### src/rtl/uart_blink_cmd.sv
// ---------------------------------------------------------------------------
// UartBlinkCmd (module uart_blink_cmd)
// Remote-control front end for the LED blinker. Receives 8N1 UART bytes on
// rx, decodes the one-byte 'R' command and the two-byte 'P'/'D' commands, and
// holds the resulting LED enable mask and blink half-period for the blinker.
//
// Ports
//   clk              in   1  system clock
//   rst_n            in   1  synchronous, active-low reset
//   rx               in   1  asynchronous UART line, idle high
//   led_mask         out  8  LEDs enabled to blink (1 = blinks)
//   half_period_10ms out  8  blink half-period in 10 ms units, never 0
//   cmd_strobe       out  1  one-cycle pulse when a command is applied
//   cmd_error        out  1  one-cycle pulse on framing error, bad opcode
//                            or argument timeout
// ---------------------------------------------------------------------------
module uart_blink_cmd #(
    parameter int CLK_FREQ     = 25_000_000,
    parameter int BAUD         = 115_200,
    parameter int TIMEOUT_BITS = 20
) (
    input  logic       clk,
    input  logic       rst_n,
    input  logic       rx,
    output logic [7:0] led_mask,
    output logic [7:0] half_period_10ms,
    output logic       cmd_strobe,
    output logic       cmd_error
);

    localparam int CLKS_PER_BIT = CLK_FREQ / BAUD;
    localparam int HALF_BIT     = CLKS_PER_BIT / 2;
    localparam int TIMEOUT_CLKS = TIMEOUT_BITS * CLKS_PER_BIT;
    localparam int BIT_CNT_W    = $clog2(CLKS_PER_BIT + 1);
    localparam int TO_CNT_W     = $clog2(TIMEOUT_CLKS + 1);

    localparam logic [BIT_CNT_W-1:0] LAST_BIT_CLK  = BIT_CNT_W'(CLKS_PER_BIT - 1);
    localparam logic [BIT_CNT_W-1:0] LAST_HALF_CLK = BIT_CNT_W'(HALF_BIT - 1);
    localparam logic [TO_CNT_W-1:0]  LAST_TO_CLK   = TO_CNT_W'(TIMEOUT_CLKS - 1);

    localparam logic [7:0] OP_PATTERN  = 8'h50;
    localparam logic [7:0] OP_DURATION = 8'h44;
    localparam logic [7:0] OP_RESTORE  = 8'h52;
    localparam logic [7:0] RESET_MASK  = 8'hFF;
    localparam logic [7:0] RESET_HALF  = 8'd50;

    typedef enum logic [1:0] {RX_IDLE, RX_START, RX_DATA, RX_STOP} rxState_e;
    typedef enum logic {P_WAIT_OP, P_WAIT_ARG} parseState_e;

    logic                 rxMeta_q, rxSync_q;
    rxState_e             rxState_q, rxState_d;
    logic [BIT_CNT_W-1:0] clkCnt_q, clkCnt_d;
    logic [2:0]           bitCnt_q, bitCnt_d;
    logic [7:0]           shift_q, shift_d;
    logic                 byteValid_q, byteValid_d;
    logic                 frameErr_q, frameErr_d;

    parseState_e          parseState_q, parseState_d;
    logic                 argIsDur_q, argIsDur_d;
    logic [TO_CNT_W-1:0]  toCnt_q, toCnt_d;
    logic [7:0]           ledMask_q, ledMask_d;
    logic [7:0]           halfPeriod_q, halfPeriod_d;
    logic                 strobe_q, strobe_d;
    logic                 error_q, error_d;

    // Two-flop synchronizer; it resets to the idle-high line level so that
    // leaving reset can never look like a start bit.
    always_ff @(posedge clk) begin
        if (!rst_n) begin
            rxMeta_q <= 1'b1;
            rxSync_q <= 1'b1;
        end else begin
            rxMeta_q <= rx;
            rxSync_q <= rxMeta_q;
        end
    end

    // State registers for the receiver and the command parser.
    always_ff @(posedge clk) begin
        if (!rst_n) begin
            rxState_q    <= RX_IDLE;
            clkCnt_q     <= '0;
            bitCnt_q     <= '0;
            shift_q      <= '0;
            byteValid_q  <= 1'b0;
            frameErr_q   <= 1'b0;
            parseState_q <= P_WAIT_OP;
            argIsDur_q   <= 1'b0;
            toCnt_q      <= '0;
            ledMask_q    <= RESET_MASK;
            halfPeriod_q <= RESET_HALF;
            strobe_q     <= 1'b0;
            error_q      <= 1'b0;
        end else begin
            rxState_q    <= rxState_d;
            clkCnt_q     <= clkCnt_d;
            bitCnt_q     <= bitCnt_d;
            shift_q      <= shift_d;
            byteValid_q  <= byteValid_d;
            frameErr_q   <= frameErr_d;
            parseState_q <= parseState_d;
            argIsDur_q   <= argIsDur_d;
            toCnt_q      <= toCnt_d;
            ledMask_q    <= ledMask_d;
            halfPeriod_q <= halfPeriod_d;
            strobe_q     <= strobe_d;
            error_q      <= error_d;
        end
    end

    // Receiver: the start bit is re-checked at its midpoint, after which every
    // sample lands mid-bit. The stop bit is sampled mid-bit and the FSM
    // returns to IDLE immediately, leaving half a bit to catch the next start
    // edge of back-to-back traffic.
    always_comb begin
        rxState_d   = rxState_q;
        clkCnt_d    = clkCnt_q;
        bitCnt_d    = bitCnt_q;
        shift_d     = shift_q;
        byteValid_d = 1'b0;
        frameErr_d  = 1'b0;
        case (rxState_q)
            RX_IDLE: begin
                clkCnt_d = '0;
                if (!rxSync_q) begin
                    rxState_d = RX_START;
                    bitCnt_d  = '0;
                end
            end
            RX_START: begin
                if (clkCnt_q == LAST_HALF_CLK) begin
                    clkCnt_d  = '0;
                    rxState_d = rxSync_q ? RX_IDLE : RX_DATA;
                end else begin
                    clkCnt_d = clkCnt_q + 1'b1;
                end
            end
            RX_DATA: begin
                if (clkCnt_q == LAST_BIT_CLK) begin
                    clkCnt_d = '0;
                    shift_d  = {rxSync_q, shift_q[7:1]};
                    bitCnt_d = bitCnt_q + 1'b1;
                    if (bitCnt_q == 3'd7) begin
                        rxState_d = RX_STOP;
                    end
                end else begin
                    clkCnt_d = clkCnt_q + 1'b1;
                end
            end
            RX_STOP: begin
                if (clkCnt_q == LAST_BIT_CLK) begin
                    clkCnt_d    = '0;
                    rxState_d   = RX_IDLE;
                    byteValid_d = rxSync_q;
                    frameErr_d  = !rxSync_q;
                end else begin
                    clkCnt_d = clkCnt_q + 1'b1;
                end
            end
            default: rxState_d = RX_IDLE;
        endcase
    end

    // Parser: a received byte always wins over a timeout expiring in the same
    // cycle, and byte/framing events are mutually exclusive, so strobe and
    // error can never pulse together. shift_q still holds the byte while
    // byteValid_q is high because the receiver is then idle.
    always_comb begin
        parseState_d = parseState_q;
        argIsDur_d   = argIsDur_q;
        toCnt_d      = toCnt_q;
        ledMask_d    = ledMask_q;
        halfPeriod_d = halfPeriod_q;
        strobe_d     = 1'b0;
        error_d      = 1'b0;
        case (parseState_q)
            P_WAIT_OP: begin
                toCnt_d = '0;
                if (frameErr_q) begin
                    error_d = 1'b1;
                end else if (byteValid_q) begin
                    case (shift_q)
                        OP_PATTERN: begin
                            parseState_d = P_WAIT_ARG;
                            argIsDur_d   = 1'b0;
                        end
                        OP_DURATION: begin
                            parseState_d = P_WAIT_ARG;
                            argIsDur_d   = 1'b1;
                        end
                        OP_RESTORE: begin
                            ledMask_d    = RESET_MASK;
                            halfPeriod_d = RESET_HALF;
                            strobe_d     = 1'b1;
                        end
                        default: error_d = 1'b1;
                    endcase
                end
            end
            P_WAIT_ARG: begin
                if (frameErr_q) begin
                    error_d      = 1'b1;
                    parseState_d = P_WAIT_OP;
                end else if (byteValid_q) begin
                    if (argIsDur_q) begin
                        halfPeriod_d = (shift_q == 8'h00) ? 8'h01 : shift_q;
                    end else begin
                        ledMask_d = shift_q;
                    end
                    strobe_d     = 1'b1;
                    parseState_d = P_WAIT_OP;
                end else if (toCnt_q == LAST_TO_CLK) begin
                    error_d      = 1'b1;
                    parseState_d = P_WAIT_OP;
                end else begin
                    toCnt_d = toCnt_q + 1'b1;
                end
            end
            default: parseState_d = P_WAIT_OP;
        endcase
    end

    assign led_mask         = ledMask_q;
    assign half_period_10ms = halfPeriod_q;
    assign cmd_strobe       = strobe_q;
    assign cmd_error        = error_q;

endmodule

### config.mk
export PLATFORM = sky130hd
export DESIGN_NAME = uart_blink_cmd
export DESIGN_NICKNAME = d
export VERILOG_FILES = /design/src/rtl/uart_blink_cmd.sv
export SDC_FILE = /design/constraint.sdc
export NUM_CORES = 1
export LEC_CHECK = 0
export ABC_AREA = 0
export CAP_MARGIN = 20
export CORE_UTILIZATION = 57
export CTS_CLUSTER_SIZE = 20
export DETAILED_ROUTE_END_ITERATION = 10
export GPL_TIMING_DRIVEN = 1
export PLACE_DENSITY_LB_ADDON = 0.15
export SYNTH_ARGS = -nofsm -noshare
export SYNTH_HDL_FRONTEND = slang
export SYNTH_SLANG_ARGS = --single-unit
### constraint.sdc
create_clock -name clk -period 2.38 [get_ports clk]
set_clock_uncertainty 0.15 [all_clocks]
set_input_delay 0.714 -clock clk [delete_from_list [all_inputs] [get_ports clk]]
set_output_delay 0.714 -clock clk [all_outputs]
set_load 0.02 [all_outputs]
* After elaboration in Yosys (flattened, before gate mapping)
Index checks and enable logic that the tools add are counted.
** Cells by class
- Reductions and logical operators :: 16
- Equal/unequal tests :: 24
- $add $sub $neg :: 3
- Multiplexer cells :: 53
- Bitwise operators :: 2
** Operator list (number)
- 8-bit two-way mux :: 15
- 13-bit two-way mux :: 3
- 8-bit by 7-bit == test with 1-bit output, second input constant :: 4
- 8-bit case mux with 2 select lines :: 2
- 13-bit case mux with 2 select lines :: 1
- 2-bit inequality test, second input constant :: 12
- 8-bit case mux with 3 select lines :: 1
- 1-bit two-way mux :: 17
- 13-bit by 1-bit adder with 13-bit output, second input constant :: 1
- 13-bit == test, second input constant :: 1
- 2-bit two-way mux :: 6
- 6-bit AND reduction :: 2
- 3-bit AND reduction :: 3
- 8-bit by 1-bit adder with 8-bit output, second input constant :: 1
- 8-bit == test, second input constant :: 1
- 8-bit zero test :: 1
- 1-bit case mux with 2 select lines :: 4
- 2-bit case mux with 4 select lines :: 1
- 3-bit two-way mux :: 2
- 3-bit case mux with 2 select lines :: 1
- 5-bit AND reduction :: 1
- 2-bit == test, second input constant :: 2
- 2-bit by 1-bit inequality test with 1-bit output, second input constant :: 2
- 4-bit AND reduction :: 1
- 10 further kinds :: 13
** Word-level totals
- Input bits :: 3
- Output and inout port bits :: 18
- Bits in registers :: 58
- Word-level logic and storage cells :: 113

* Depth between registers and ports, before layout
- Word-level depth :: 6
- Gate-level depth with buffers :: 7

* Least setup slack after synthesis
No wires, ideal clock.
- Path kind :: reg2reg
- Start point :: register clkCnt_q[0]
- End point :: register shift_q[4]
- Data required time :: 2.143 ns
- Library setup time :: 0.087 ns
- Arrival time :: 1.442 ns
- Clock period less this slack :: 1.679 ns
- Setup slack :: 0.701 ns
- Cell stages (with the launch flop) :: 8
- Path through :: dfxtp_1 inv_1 ha_1 nand4b_4 nor4_4 buf_6 nand3_1 o31ai_1
** Between the ends
- Word-level cells in the longest chain between the ends :: 2
** RTL lines
- start: declaration :: line 52 : logic [BIT_CNT_W-1:0] clkCnt_q, clkCnt_d;
- start signal: assignment :: line 96 : clkCnt_q <= clkCnt_d;
- 8-bit == test :: line 139 : if (clkCnt_q == LAST_BIT_CLK) begin
- 2-bit AND reduction (no source line)
- end signal: assignment :: line 98 : shift_q <= shift_d;
- end: declaration :: line 54 : logic [7:0] shift_q, shift_d;
No other way between the ends.
A chain may end at the register's enable or synchronous reset.

* Final worst setup path
- Start point :: register halfPeriod_q[2], in the netlist half_period_10ms[2]
- End point :: output half_period_10ms[2]
** RTL lines
- start: declaration :: line 62 : logic [7:0] halfPeriod_q, halfPeriod_d;
- start signal: assignment :: line 105 : halfPeriod_q <= halfPeriod_d;
- end: declaration :: line 26 : output logic [7:0] half_period_10ms,
No word-level cell between the ends.

==> flow_summary.ini <==
[power_and_ir_drop]
peakVddDrop_uv = 437
p_per_area_nw_per_um2 = 579
comb_power_share_pct = 1.9
pwr-share-seq_pct = 56.6
swShare_pct = 22.0
cellLeakagePower_nw = 1.08
power.share.clock_pct = 41.5
internal-power_mw = 1.35
switching_power_uw = 382

[worst_setup_path]
path_max_fanout = 2
critical_path_buf_inv_count = 1
crit_path_end_kind = output pin
critPathSlowestCell = clkdlybuf4s50_1
max_stage_delay_ns = 0.61
cp-start-kind = register
cp_top_family = buffers and inverters
crit_chain = clkdlybuf4s50_1
worstSetupPathType = reg2out
cp_data_required_time_ns = 1.52
arrival_ns = 1.27

[drt]
totalWireLength_mm = 4.86
drt_iter0_markers = 121
antenna_left = 0
wl_per_cell_um = 12.9
drc = 0
firstDrtPassIters = 4
vias_per_cell = 5.65
num_vias = 2123

[synthesis]
synth_area_leaders = dfxtp_1 44%, nand2_1 5.6%, nand3_1 4.6%
synth-edff-count = 0
ys.warnings.count = 0
synthesis.area_um2 = 2640
synth-main-ff-cell = dfxtp_1
syn_inst = 299
syn_nets = 307
avgSynthCellArea_um2 = 8.81
synth_top_area_cell = dfxtp_1
async_reset_ff_share_pct = 0
ys_types = 57
synth-seq-cells = 58
seq_area_frac_synth_pct = 44.1
yosysTopAreaCellShare_pct = 44.1

[die]
die_area_um2 = 4900
initial_core_util_pct = 60.1
die_h_um = 70.0
boundaryPins = 21
die_x_um = 70.0
rows = 24
core_region_area_um2 = 4380

[place]
preCtsSetupSlack_ns = 0.143
placed_area_um2 = 2840
gp_congestion = 0.862
port_buffers = 20
dpl.hpwl_mm = 3.45

[timing]
holdWs_ns = 0.263
rsz0062_at_grt = no
slew_violations = 0
fin_ws_ns = 0.242
max-slew-margin-rel_pct = 66.4
setup_viol_count_final = 0
max_freq_mhz = 468
fin_tns_setup_ns = 0
tightest_slew_ns = 0.504
hold_viol_final = 0
layout_min_cycle_time_ns = 2.14
fin_crit_sh_pct = 89.9

[global_route]
antenna_found_initial = 0
grt_max_degree = 19
grt_pass1_vias = 1974
overflow = 0
grt_pass1_wl_mm = 8.58
use_met1_pct = 29.7
grt_util_all_layers_pct = 22.0
use_met2_pct = 32.4
grt_busiest_layer = met2
use_met3_pct = 7.07

[flow_run]
cap_violations = 0

[run_status]
outcome = finished clean

[cts]
clk_pin_slew_ns = 0.06
ctsRootBufferMaster = clkbuf_8
clk_path_buf_depth = 2
clock_latency_ns = 0.33
cts-buffers-inserted = 9
cts_resized = 0
ctsHoldBuffers = 0
post-cts-setup-buffer-count = 0
htree_num_levels = 3
cts_tree = yes
cts.sinks = 58

[finish]
stdcell_area_um2 = 3000
area_delta_synth_final_pct = 13.7
nNetsFinal = 328
drive_gt1_share_pct = 9.57
antennaDiodeCount = 0

[hold_path]
worstHoldPathType = reg2reg
## final cells by class
type | count | area [um2]
fill | 367 | 1390
multi-input combinational | 215 | 1340
tap | 52 | 65.1
clock inverter | 4 | 20.0
inverter | 11 | 41.3
clock buffer | 11 | 131
sequential | 58 | 1160
timing repair buffer | 25 | 238
## path summary, 6_finish.rpt
kind,start,endpoint,slack (ns),depth (start not counted)
setup / recovery,half_period_10ms[2]$_SDFFE_PN0P_,half_period_10ms[2],0.24,1
setup reg to reg,toCnt_q[0]$_SDFFE_PN0P_,toCnt_q[1]$_SDFFE_PN0P_,0.54,6
hold / removal,rxMeta_q$_SDFF_PN1_,rxSync_q$_SDFF_PN1_,0.26,1
hold reg to reg,rxMeta_q$_SDFF_PN1_,rxSync_q$_SDFF_PN1_,0.26,1
## flip-flops by register name (all words and copies together), names as in the netlist, named ones only
register,cells
argIsDur_q,1
bitCnt_q,3
byteValid_q,1
clkCnt_q,8
cmd_error,1
cmd_strobe,1
frameErr_q,1
half_period_10ms,8
led_mask,8
parseState_q,1
rxMeta_q,1
rxState_q,1
rxSync_q,1
shift_q,8
toCnt_q,13
## layout by cell type, fill, tap and decap left out, types with 2 or more instances in the layout
cell,n
a211oi_1,2
o211ai_1,5
clkbuf_1,2
nor2b_1,3
a31oi_1,2
a21oi_1,14
xor2_1,7
o21ai_1,7
o21ai_0,14
clkbuf_8,9
and3_1,3
nand3_1,24
mux2i_1,4
and2b_1,2
nand4_1,5
o31a_1,2
or3_1,3
buf_4,5
nand2b_1,3
ha_1,5
o21bai_1,2
xnor2_1,6
dfxtp_1,58
clkinv_2,4
clkdlybuf4s50_1,20
a41oi_1,2
nor2_1,25
inv_1,10
nand2_1,39
a311oi_1,4
nor3_1,6
o21a_1,2
## metal layers
metal	up-vias	part of all wire (%)	wire length, um
li1	1087	-	-
met1	987	50	2430
met2	40	44	2150
met3	9	4.6	224
met4	0	1.3	65
met5	-	0	0
## stage by stage
step / util (%) / instances / power, mW
finish: 68.3 / 376 / 1.73
global route: 68.3 / 376 / 1.80
CTS: 68.3 / 376 / 1.75
detailed placement: 64.9 / 361 / 1.03
global placement: 64.9 / 361 / 1.03
floorplan: - / 299 / 1.03
## power by group through the flow
| stage | combinational, mW | clock [mW] | sequential (mW) |
|---|---|---|---|
| final | 0.0328 | 0.720 | 0.981 |
| after CTS | 0.0328 | 0.739 | 0.981 |
| after floorplan | 0.0277 | 0 | 1.00 |
| after detailed placement | 0.0326 | 0 | 1.00 |
| after global placement | 0.0320 | 0 | 1.00 |
| after global routing | 0.0360 | 0.785 | 0.982 |
## cells in the mapped netlist, types with 2 or more instances
master,count
or3_1,3
buf_6,4
o21ai_0,14
inv_1,10
dfxtp_1,58
xnor2_1,6
nand3_1,24
and3_1,3
o31a_1,2
o21a_1,2
clkbuf_1,6
buf_2,3
xor2_1,7
nand2b_1,3
and2b_1,2
a21oi_1,14
nor3_1,6
ha_1,5
nor2_1,25
a41oi_1,2
nand2_1,39
nand4_1,5
o21bai_1,2
a311oi_1,4
mux2i_1,4
nor2b_1,3
a211oi_1,2
o211ai_1,5
a31oi_1,2
o21ai_1,7
## kinds of logic (layout without fill, tap and decap cells)
logic type / Yosys count / count (layout) / share of synthesized area, %
buffers and inverters: 26 / 51 / 5.13
AO/OA/AOI/OAI: 61 / 61 / 14.8
XOR/XNOR: 13 / 13 / 4.32
AND/OR/NAND/NOR: 130 / 130 / 26.9
adder cells (fa/ha/maj): 5 / 5 / 2.37
multiplexers: 6 / 6 / 2.37
flip-flops: 58 / 58 / 44.1
Note: power is estimated with default switching activity, not from simulation.
